### src/rtl/seg_scan_mux_pkg.sv
// Shared types and constants for the 3-digit scan multiplexer.
// Holds the scan phase, the slot index and the displayed-word struct.
package seg_pkg;
  localparam int         N_DIG  = 3;
  localparam logic [2:0] AN_OFF = 3'b111;

  typedef enum logic {PH_BLANK, PH_ON} phase_e;
  typedef logic [1:0] slot_t;

  typedef struct packed {
    logic [11:0] value;
    logic [2:0]  dp;
  } disp_t;

  function automatic logic [3:0] nib(input logic [11:0] v, input slot_t s);
    case (s)
      2'd1:    nib = v[7:4];
      2'd2:    nib = v[11:8];
      default: nib = v[3:0];
    endcase
  endfunction
endpackage

### src/rtl/seg_scan_mux_if.sv
// Load/display bus between the value producer and the scan multiplexer.
interface seg_scan_mux_if;
  logic        load;
  logic [11:0] value;
  logic [2:0]  dp_in;
  logic        blank_lz;
  logic [3:0]  digit;
  logic [2:0]  an;
  logic        dp;
  logic        frame_sof;

  modport master (output load, value, dp_in, blank_lz,
                  input  digit, an, dp, frame_sof);
  modport slave  (input  load, value, dp_in, blank_lz,
                  output digit, an, dp, frame_sof);
endinterface

### src/rtl/seg_scan_mux_scan_timer.sv
// Slot counter and slot rotation; one slot is REFRESH_DIV cycles,
// the first GUARD of which are the blank phase.
module scan_timer
  import seg_pkg::*;
#(
  parameter int REFRESH_DIV = 50000,
  parameter int GUARD       = 64
) (
  input  logic                           clk,
  input  logic                           clr,
  output logic [$clog2(REFRESH_DIV)-1:0] cnt_o,
  output slot_t                          slot_o,
  output phase_e                         phase_o,
  output logic                           slot_start_o,
  output logic                           sof_o
);
  localparam int CW = $clog2(REFRESH_DIV);

  logic [CW-1:0] cnt_q, cnt_d;
  slot_t         slot_q, slot_d;
  logic          wrap;

  always_comb begin
    wrap   = (cnt_q == CW'(REFRESH_DIV - 1));
    cnt_d  = wrap ? '0 : cnt_q + CW'(1);
    slot_d = slot_q;
    if (wrap) slot_d = (slot_q == 2'd2) ? 2'd0 : slot_q + 2'd1;
  end

  always_ff @(posedge clk) begin
    if (clr) begin
      cnt_q  <= '0;
      slot_q <= '0;
    end else begin
      cnt_q  <= cnt_d;
      slot_q <= slot_d;
    end
  end

  assign cnt_o        = cnt_q;
  assign slot_o       = slot_q;
  assign phase_o      = (int'(cnt_q) < GUARD) ? PH_BLANK : PH_ON;
  assign slot_start_o = (cnt_q == '0);
  assign sof_o        = (cnt_q == '0) && (slot_q == 2'd0);
endmodule

### src/rtl/seg_scan_mux.sv
// Time-multiplexes a 12-bit value over 3 common-anode digits with guard
// blanking, frame-atomic value updates and optional leading-zero blanking.
module seg_scan_mux
  import seg_pkg::*;
#(
  parameter int REFRESH_DIV = 50000,
  parameter int GUARD       = 64
) (
  input logic           clk,
  input logic           clr,
  seg_scan_mux_if.slave bus
);
  localparam int CW = $clog2(REFRESH_DIV);

  logic [CW-1:0] cnt;
  slot_t         slot;
  phase_e        phase;
  logic          slot_start, sof;

  scan_timer #(.REFRESH_DIV(REFRESH_DIV), .GUARD(GUARD)) u_timer (
    .clk          (clk),
    .clr          (clr),
    .cnt_o        (cnt),
    .slot_o       (slot),
    .phase_o      (phase),
    .slot_start_o (slot_start),
    .sof_o        (sof)
  );

  disp_t      pend_q, pend_d, shad_q, shad_d, ld_word;
  logic       dirty_q, dirty_d;
  logic       blank_q, blank_d, blank_calc;
  logic [3:0] digit_q, digit_d;
  logic [2:0] an_q, an_d;
  logic       dp_q, dp_d, sof_q;

  // Output registers lag the timer by one cycle, so the timer's (slot 0, cnt 0)
  // cycle is the edge at which the shadow may take a new frame value.
  always_comb begin
    ld_word = '{value: bus.value, dp: bus.dp_in};
    pend_d  = pend_q;
    dirty_d = dirty_q;
    shad_d  = shad_q;
    if (bus.load) begin
      pend_d  = ld_word;
      dirty_d = 1'b1;
    end
    if (sof) begin
      if (bus.load)     shad_d = ld_word;
      else if (dirty_q) shad_d = pend_q;
      dirty_d = 1'b0;
    end
  end

  always_comb begin
    blank_calc = bus.blank_lz &&
                 ((slot == 2'd2 && shad_d.value[11:8] == 4'h0) ||
                  (slot == 2'd1 && shad_d.value[11:4] == 8'h00));
    blank_d = slot_start ? blank_calc : blank_q;
    digit_d = slot_start ? nib(shad_d.value, slot) : digit_q;
    dp_d    = slot_start ? (blank_calc | ~shad_d.dp[slot]) : dp_q;
    an_d    = (phase == PH_ON && !blank_d) ? ~(3'b001 << slot) : AN_OFF;
  end

  always_ff @(posedge clk) begin
    if (clr) begin
      pend_q  <= '0;
      shad_q  <= '0;
      dirty_q <= 1'b0;
      blank_q <= 1'b0;
      digit_q <= 4'h0;
      an_q    <= AN_OFF;
      dp_q    <= 1'b1;
      sof_q   <= 1'b0;
    end else begin
      pend_q  <= pend_d;
      shad_q  <= shad_d;
      dirty_q <= dirty_d;
      blank_q <= blank_d;
      digit_q <= digit_d;
      an_q    <= an_d;
      dp_q    <= dp_d;
      sof_q   <= sof;
    end
  end

  assign bus.digit     = digit_q;
  assign bus.an        = an_q;
  assign bus.dp        = dp_q;
  assign bus.frame_sof = sof_q;
endmodule

### src/flat_wrapper.sv
// flat-port wrapper written by rule: the top's interface ports become plain ports
module seg_scan_mux_flat import seg_pkg::*;
#(
  parameter int REFRESH_DIV = 50000,
  parameter int GUARD       = 64
)
  (clk, clr, bus_load, bus_value, bus_dp_in, bus_blank_lz, bus_digit, bus_an, bus_dp, bus_frame_sof);
  seg_scan_mux_if bus_i ();
  input logic clk;
  input logic clr;
  input wire logic [$bits(bus_i.load)-1:0] bus_load;
  input wire logic [$bits(bus_i.value)-1:0] bus_value;
  input wire logic [$bits(bus_i.dp_in)-1:0] bus_dp_in;
  input wire logic [$bits(bus_i.blank_lz)-1:0] bus_blank_lz;
  output wire logic [$bits(bus_i.digit)-1:0] bus_digit;
  output wire logic [$bits(bus_i.an)-1:0] bus_an;
  output wire logic [$bits(bus_i.dp)-1:0] bus_dp;
  output wire logic [$bits(bus_i.frame_sof)-1:0] bus_frame_sof;
  assign bus_i.load = bus_load;
  assign bus_i.value = bus_value;
  assign bus_i.dp_in = bus_dp_in;
  assign bus_i.blank_lz = bus_blank_lz;
  assign bus_digit = bus_i.digit;
  assign bus_an = bus_i.an;
  assign bus_dp = bus_i.dp;
  assign bus_frame_sof = bus_i.frame_sof;
  seg_scan_mux #(.REFRESH_DIV(REFRESH_DIV), .GUARD(GUARD)) u_core (.clk(clk), .clr(clr), .bus(bus_i));
endmodule
### config.mk
export PLATFORM = sky130hd
export DESIGN_NAME = seg_scan_mux_flat
export DESIGN_NICKNAME = d
export VERILOG_FILES = /design/src/rtl/seg_scan_mux_pkg.sv /design/src/rtl/seg_scan_mux_if.sv /design/src/rtl/seg_scan_mux_scan_timer.sv /design/src/rtl/seg_scan_mux.sv /design/src/flat_wrapper.sv
export SDC_FILE = /design/constraint.sdc
export NUM_CORES = 1
export LEC_CHECK = 0
export BUFFER_PORTS_ARGS = -buffer_cell sky130_fd_sc_hd__buf_4
export CAP_MARGIN = 20
export CORE_MARGIN = 1.5
export CORE_UTILIZATION = 50
export CTS_BUF_LIST = sky130_fd_sc_hd__clkbuf_16
export DETAILED_ROUTE_END_ITERATION = 10
export GPL_TIMING_DRIVEN = 0
export PLACE_DENSITY = 0.69
export SKIP_CTS_REPAIR_TIMING = 1
export SLEW_MARGIN = 20
export SYNTH_ARGS = -nofsm -noshare
export SYNTH_HDL_FRONTEND = slang
export SYNTH_HIERARCHICAL = 1
export SYNTH_SLANG_ARGS = --single-unit
### constraint.sdc
create_clock -name clk -period 3.11 [get_ports clk]
set_input_delay 0.311 -clock clk [delete_from_list [all_inputs] [get_ports clk]]
set_output_delay 0.311 -clock clk [all_outputs]
set_load 0.03 [all_outputs]
==> results of run 1 <==
## final timing paths
path	depth (start not counted)	endpoint	slack, ns	from
max	10	u_core/blank_q	0.21	u_core/u_timer/cnt_o[8]
min	2	u_core/u_timer/cnt_o[2]	0.21	clr
max reg2reg	10	u_core/blank_q	0.21	u_core/u_timer/cnt_o[8]
min reg2reg	2	u_core/bus.digit[0]	0.48	u_core/bus.digit[0]
## synth_stat cells (all sizes together), types with 2 or more instances
library cell,number
dfxtp,59
clkbuf,6
nor3,14
o21ai,5
nor4,5
o2bb2ai,6
nand2,14
nand3,14
and2,4
nor2b,7
xor2,3
mux2i,16
o31a,2
nor2,53
nand4,6
ha,5
or4,4
nand2b,9
or2,3
a22oi,3
a22o,2
or3,2
inv,13
a21oi,11
o211ai,2
and3,3
xnor2,11
nand3b,2
a31oi,2
a221o,4
buf,11
a221oi,5
## state kept, by name (all words and copies together), names as in the netlist
register / count
u_core/bus.an: 3
u_core/bus.frame_sof: 1
u_core/u_timer/cnt_o: 16
u_core/u_timer/slot_o: 2
u_core/shad_q: 15
u_core/blank_q: 1
u_core/bus.digit: 4
u_core/pend_q: 15
u_core/bus.dp: 1
u_core/dirty_q: 1
## cells by family after synthesis
kind of cell    share of synthesized area
flops                               0.410
compound gates                      0.149
mux                                0.0555
buf+inv                            0.0568
fa+ha+maj                          0.0217
xor+xnor                           0.0425
simple gates                        0.265
## power breakdown
part	internal, mW	switching [mW]
Clock	0.518	0.320
Combinational	0.130	0.183
Sequential	0.802	0.0247
Total	1.45	0.528
## placed cells by master, fill, tap and decap left out, drive strengths merged, types with 5 or more instances in the layout
master,instances
ha,5
nor2b,7
a21oi,11
inv,14
dfxtp,59
nand2,14
buf,38
nand4,6
nand3,14
nor2,53
nor4,5
clkbuf,15
nand2b,9
mux2i,16
clkinv,5
o2bb2ai,6
a221oi,5
o21ai,5
xnor2,11
nor3,14
## area by class of cell
class | count | area share
Tap cell | 72 | 0.0263
Clock buffer | 9 | 0.0656
Multi-Input combinational cell | 232 | 0.450
Inverter | 13 | 0.0142
Clock inverter | 6 | 0.00729
Timing Repair Buffer | 27 | 0.0591
Buffer | 17 | 0.0336
Sequential cell | 59 | 0.344
## metal layers
metal	track usage	wire length, um
met5	0	0
met4	0.107	82
met3	0.0575	444
met2	0.356	3220
met1	0.314	3210
==> impl_metrics.toml, run 1 <==
[worst_hold_path]
hold_path.class = "in2reg"

[timing]
max_freq_mhz = 345
rsz0062_at_grt = "false"
fin_worst_skew_ns = 0.00802
slew_violations = 0
finalHoldViolations = 0
relSlewSlack = 0.639
period_needed_ns = 2.90
worstMarginPinSlew_ns = 0.542
finalCritPeriodShare = 0.933
setup-tns-final_ns = 0
setup_violations = 0
worst_slack_ns = 0.208
hold_ws_ns = 0.215

[yosys]
synth.distinct_cells = 64
yosys.area.top_type = "dfxtp_1"
async_reset_ff_frac = 0
synth.yosys.seq_area_share = 0.410
synth_edf_count = 0
netlist.area_leader.share = 0.410
syn_area_um2 = 2880
ys_ff_latch = 59
ys.flop_type = "dfxtp_1"
synthCells = 321
syn_avg_cell_area_um2 = 8.98
yosys_warnings = 6
syn_nets = 345
synth_area_leaders = "dfxtp_1 (41%), nor2_1 (6.6%), mux2i_1 (5.6%)"

[critical_path]
path_max_fanout = 10
crit_top_cell = "nor2_1"
slowest_stage = "or4_1"
cp-start-kind = "flop"
critPathKind = "reg2reg"
crit_chain = "or4_1 -> nor2_1 -> and4_4 -> and2_2 -> buf_4 -> nand2b_1 -> nand4_1 -> nor2_1 -> nand4_2 -> a211oi_2"
crit_path_max_incr_delay_ns = 0.54
critPathTopFamily = "simple AND/OR/NAND/NOR gates"
path_buf_inv = 1
worstPathArrival_ns = 3.15
worstPathRequired_ns = 3.36
endpoint_kind = "flop"

[layout]
stdcell_count = 435
fillerInstances = 509
final_area_um2 = 3430
multi_input_area_um2 = 1540
drive_gt1_frac = 0.190
area_delta_synth_final_pct = 19.0
postLayoutCoreUtil = 0.619
antenna_cells = 0
regArea_um2 = 1180
nets = 383

[floorplan]
io_pins = 28
die_h_um = 78.9
die_area_um2 = 6230
initial_core_util = 0.521
core_um2 = 5540
die_w_um = 78.9
rows = 27

[route]
drc_errors = 0
wirelength_mm = 6.96
drtIter0Drc = 148
ant_nets = 0
drtPass1Iterations = 5
via_per_inst = 5.77
avgRoutedWirePerCell_um = 16.0
vias = 2510

[grt]
grt_pass1_vias = 2392
antenna_found_initial = 0
gr-total-overflow = 0
grt_use_total = 0.234
grt_max_degree = 11
grt_pass1_wl_mm = 11.2

[placed_design]
dpl_cell_area_um2 = 3180
place_inst = 420
gp_congestion = 0.866
io_buffers = 27
dpl.hpwl_mm = 4.81
dp_slack_ns = 0.0192

[power]
vdd_ir_drop_max_mv = 0.382
total_power_mw = 1.98
leakagePower_nw = 1.32
power.density_nw_per_um2 = 576

[cts]
cts_tree = "done"
numCtsBuffers = 9
clk_pin_slew_worst_paths_ns = 0.05
clock-root-buffer = "clkbuf_16"
clk_latency_ns = 0.32
clock-sinks = 59
h-tree-depth = 3
clock_path_buffers = 2

[job]
drv_cap = 0

[run_status]
outcome = "completed"
(Power assumes the default switching activity.)
==> run 2: changes to the inputs <==
--- a/config.mk
+++ b/config.mk
@@ -13,6 +13,7 @@
 export DETAILED_ROUTE_END_ITERATION = 10
 export GPL_TIMING_DRIVEN = 0
 export PLACE_DENSITY = 0.69
+export RECOVER_POWER = 25
 export SKIP_CTS_REPAIR_TIMING = 1
 export SLEW_MARGIN = 20
 export SYNTH_ARGS = -nofsm -noshare
==> run 2 against run 1 <==
  * Register-to-register slack barely moved
  * Non-clock buffer count did not move
  * Design area fell by 1.1%
  * Critical endpoint unchanged
  * Largest cell class unchanged
==> impl_metrics.toml, run 2 (synthesis results as in run 1) <==
[run_status]
outcome = "completed"

[layout]
final_area_um2 = 3390
drive_gt1_frac = 0.163
largest_reg_flops = 16
nets = 383
final_common_cell = "dfxtp_1"
antenna_cells = 0
postLayoutCoreUtil = 0.612
stdcell_count = 435
final_cell_mix = "dfxtp_1 (59), nor2_1 (51), buf_4 (18)"
area_delta_synth_final_pct = 17.7

[placed_design]
dpl.hpwl_mm = 4.81
place_inst = 420
gp_congestion = 0.866
dp_slack_ns = 0.0192
io_buffers = 27
dpl_cell_area_um2 = 3180

[route]
avgRoutedWirePerCell_um = 16.1
vias = 2510
ant_nets = 0
via_per_inst = 5.77
wirelength_mm = 7.02
drtIter0Drc = 181
drc_errors = 0
drtPass1Iterations = 4

[critical_path]
worstPathRequired_ns = 3.36
critPathTopFamily = "simple AND/OR/NAND/NOR gates"
path_buf_inv = 1
cp-start-kind = "flop"
slowest_stage = "or4_1"
crit_path_max_incr_delay_ns = 0.54
worstPathArrival_ns = 3.17
endpoint_kind = "flop"
critPathKind = "reg2reg"
timing.reg2reg.setup_slack_ns = 0.19
path_max_fanout = 10
crit_top_cell = "nor2_1"
crit_chain = "or4_1 -> nor2_1 -> and4_4 -> and2_2 -> buf_4 -> nand2b_1 -> nand4_1 -> nor2_1 -> nand4_2 -> a211oi_2"

[timing]
finalHoldViolations = 0
fin_worst_skew_ns = 0.00718
relSlewSlack = 0.634
period_needed_ns = 2.92
max_freq_mhz = 343
slew_violations = 0
finalCritPeriodShare = 0.938
hold_ws_ns = 0.232
worstMarginPinSlew_ns = 0.549
setup-tns-final_ns = 0
worst_slack_ns = 0.194
setup_violations = 0
rsz0062_at_grt = "false"

[power]
p_switching_mw = 0.531
power.density_nw_per_um2 = 581
vdd_ir_drop_max_mv = 0.385
leakagePower_nw = 1.28
total_power_mw = 1.97
pwr-share-clk = 0.426
p_seq_frac = 0.419
sw_frac_of_total = 0.269
p_int_mw = 1.44
pwr-share-comb = 0.155

[cts]
clock_path_buffers = 2
cts_tree = "done"
numCtsBuffers = 9
clock-root-buffer = "clkbuf_16"
h-tree-depth = 3
clk_latency_ns = 0.33
clock-sinks = 59
clk_pin_slew_worst_paths_ns = 0.05

[floorplan]
die_area_um2 = 6230
rows = 27
io_pins = 28
core_um2 = 5540
initial_core_util = 0.521
die_w_um = 78.9
die_h_um = 78.9

[grt]
grt_pass1_vias = 2392
grt_use_total = 0.234
grt_max_degree = 11
grt_pass1_wl_mm = 11.2
antenna_found_initial = 0
gr-total-overflow = 0

[worst_hold_path]
hold_path.class = "in2reg"

[job]
drv_cap = 0
==> run 2: path summary, 6_finish.rpt <==
kind,end,from,cells after the start
worst max-delay path,u_core/blank_q,u_core/u_timer/cnt_o[8],10
worst min-delay path,u_core/pend_q[12],bus_value[9],3
worst max register to register,u_core/blank_q,u_core/u_timer/cnt_o[8],10
worst min register to register,u_core/bus.digit[0],u_core/bus.digit[0],2
==> run 2: power by group through the flow <==
stage	combinational (mW)	clock [mW]	sequential, mW
after global placement	0.301	0	0.840
after detailed placement	0.304	0	0.841
after floorplan	0.198	0	0.853
final	0.306	0.840	0.826
after CTS	0.307	0.844	0.826
after global routing	0.332	0.880	0.831
==> run 2: cell type report <==
type	count	area, um2
Buffer	17	115
Inverter	13	48.8
Timing Repair Buffer	27	165
Fill cell	512	2150
Sequential cell	59	1180
Clock inverter	6	25.0
Clock buffer	9	225
Multi-Input combinational cell	232	1540
Tap cell	72	90.1
==> run 2: tightest hold or removal path: stages <==
cell     delay, ns
buf_4         0.08
mux2i_1       0.06
nor2_1        0.07
==> run 2: routing by layer <==
layer	global-route usage	part of all wire	vias up	routed length [um]
met4	0.107	0.012	0	87
met3	0.0575	0.061	9	429
met5	0	0	-	0
li1	-	-	1220	-
met2	0.356	0.46	81	3240
met1	0.314	0.46	1200	3250
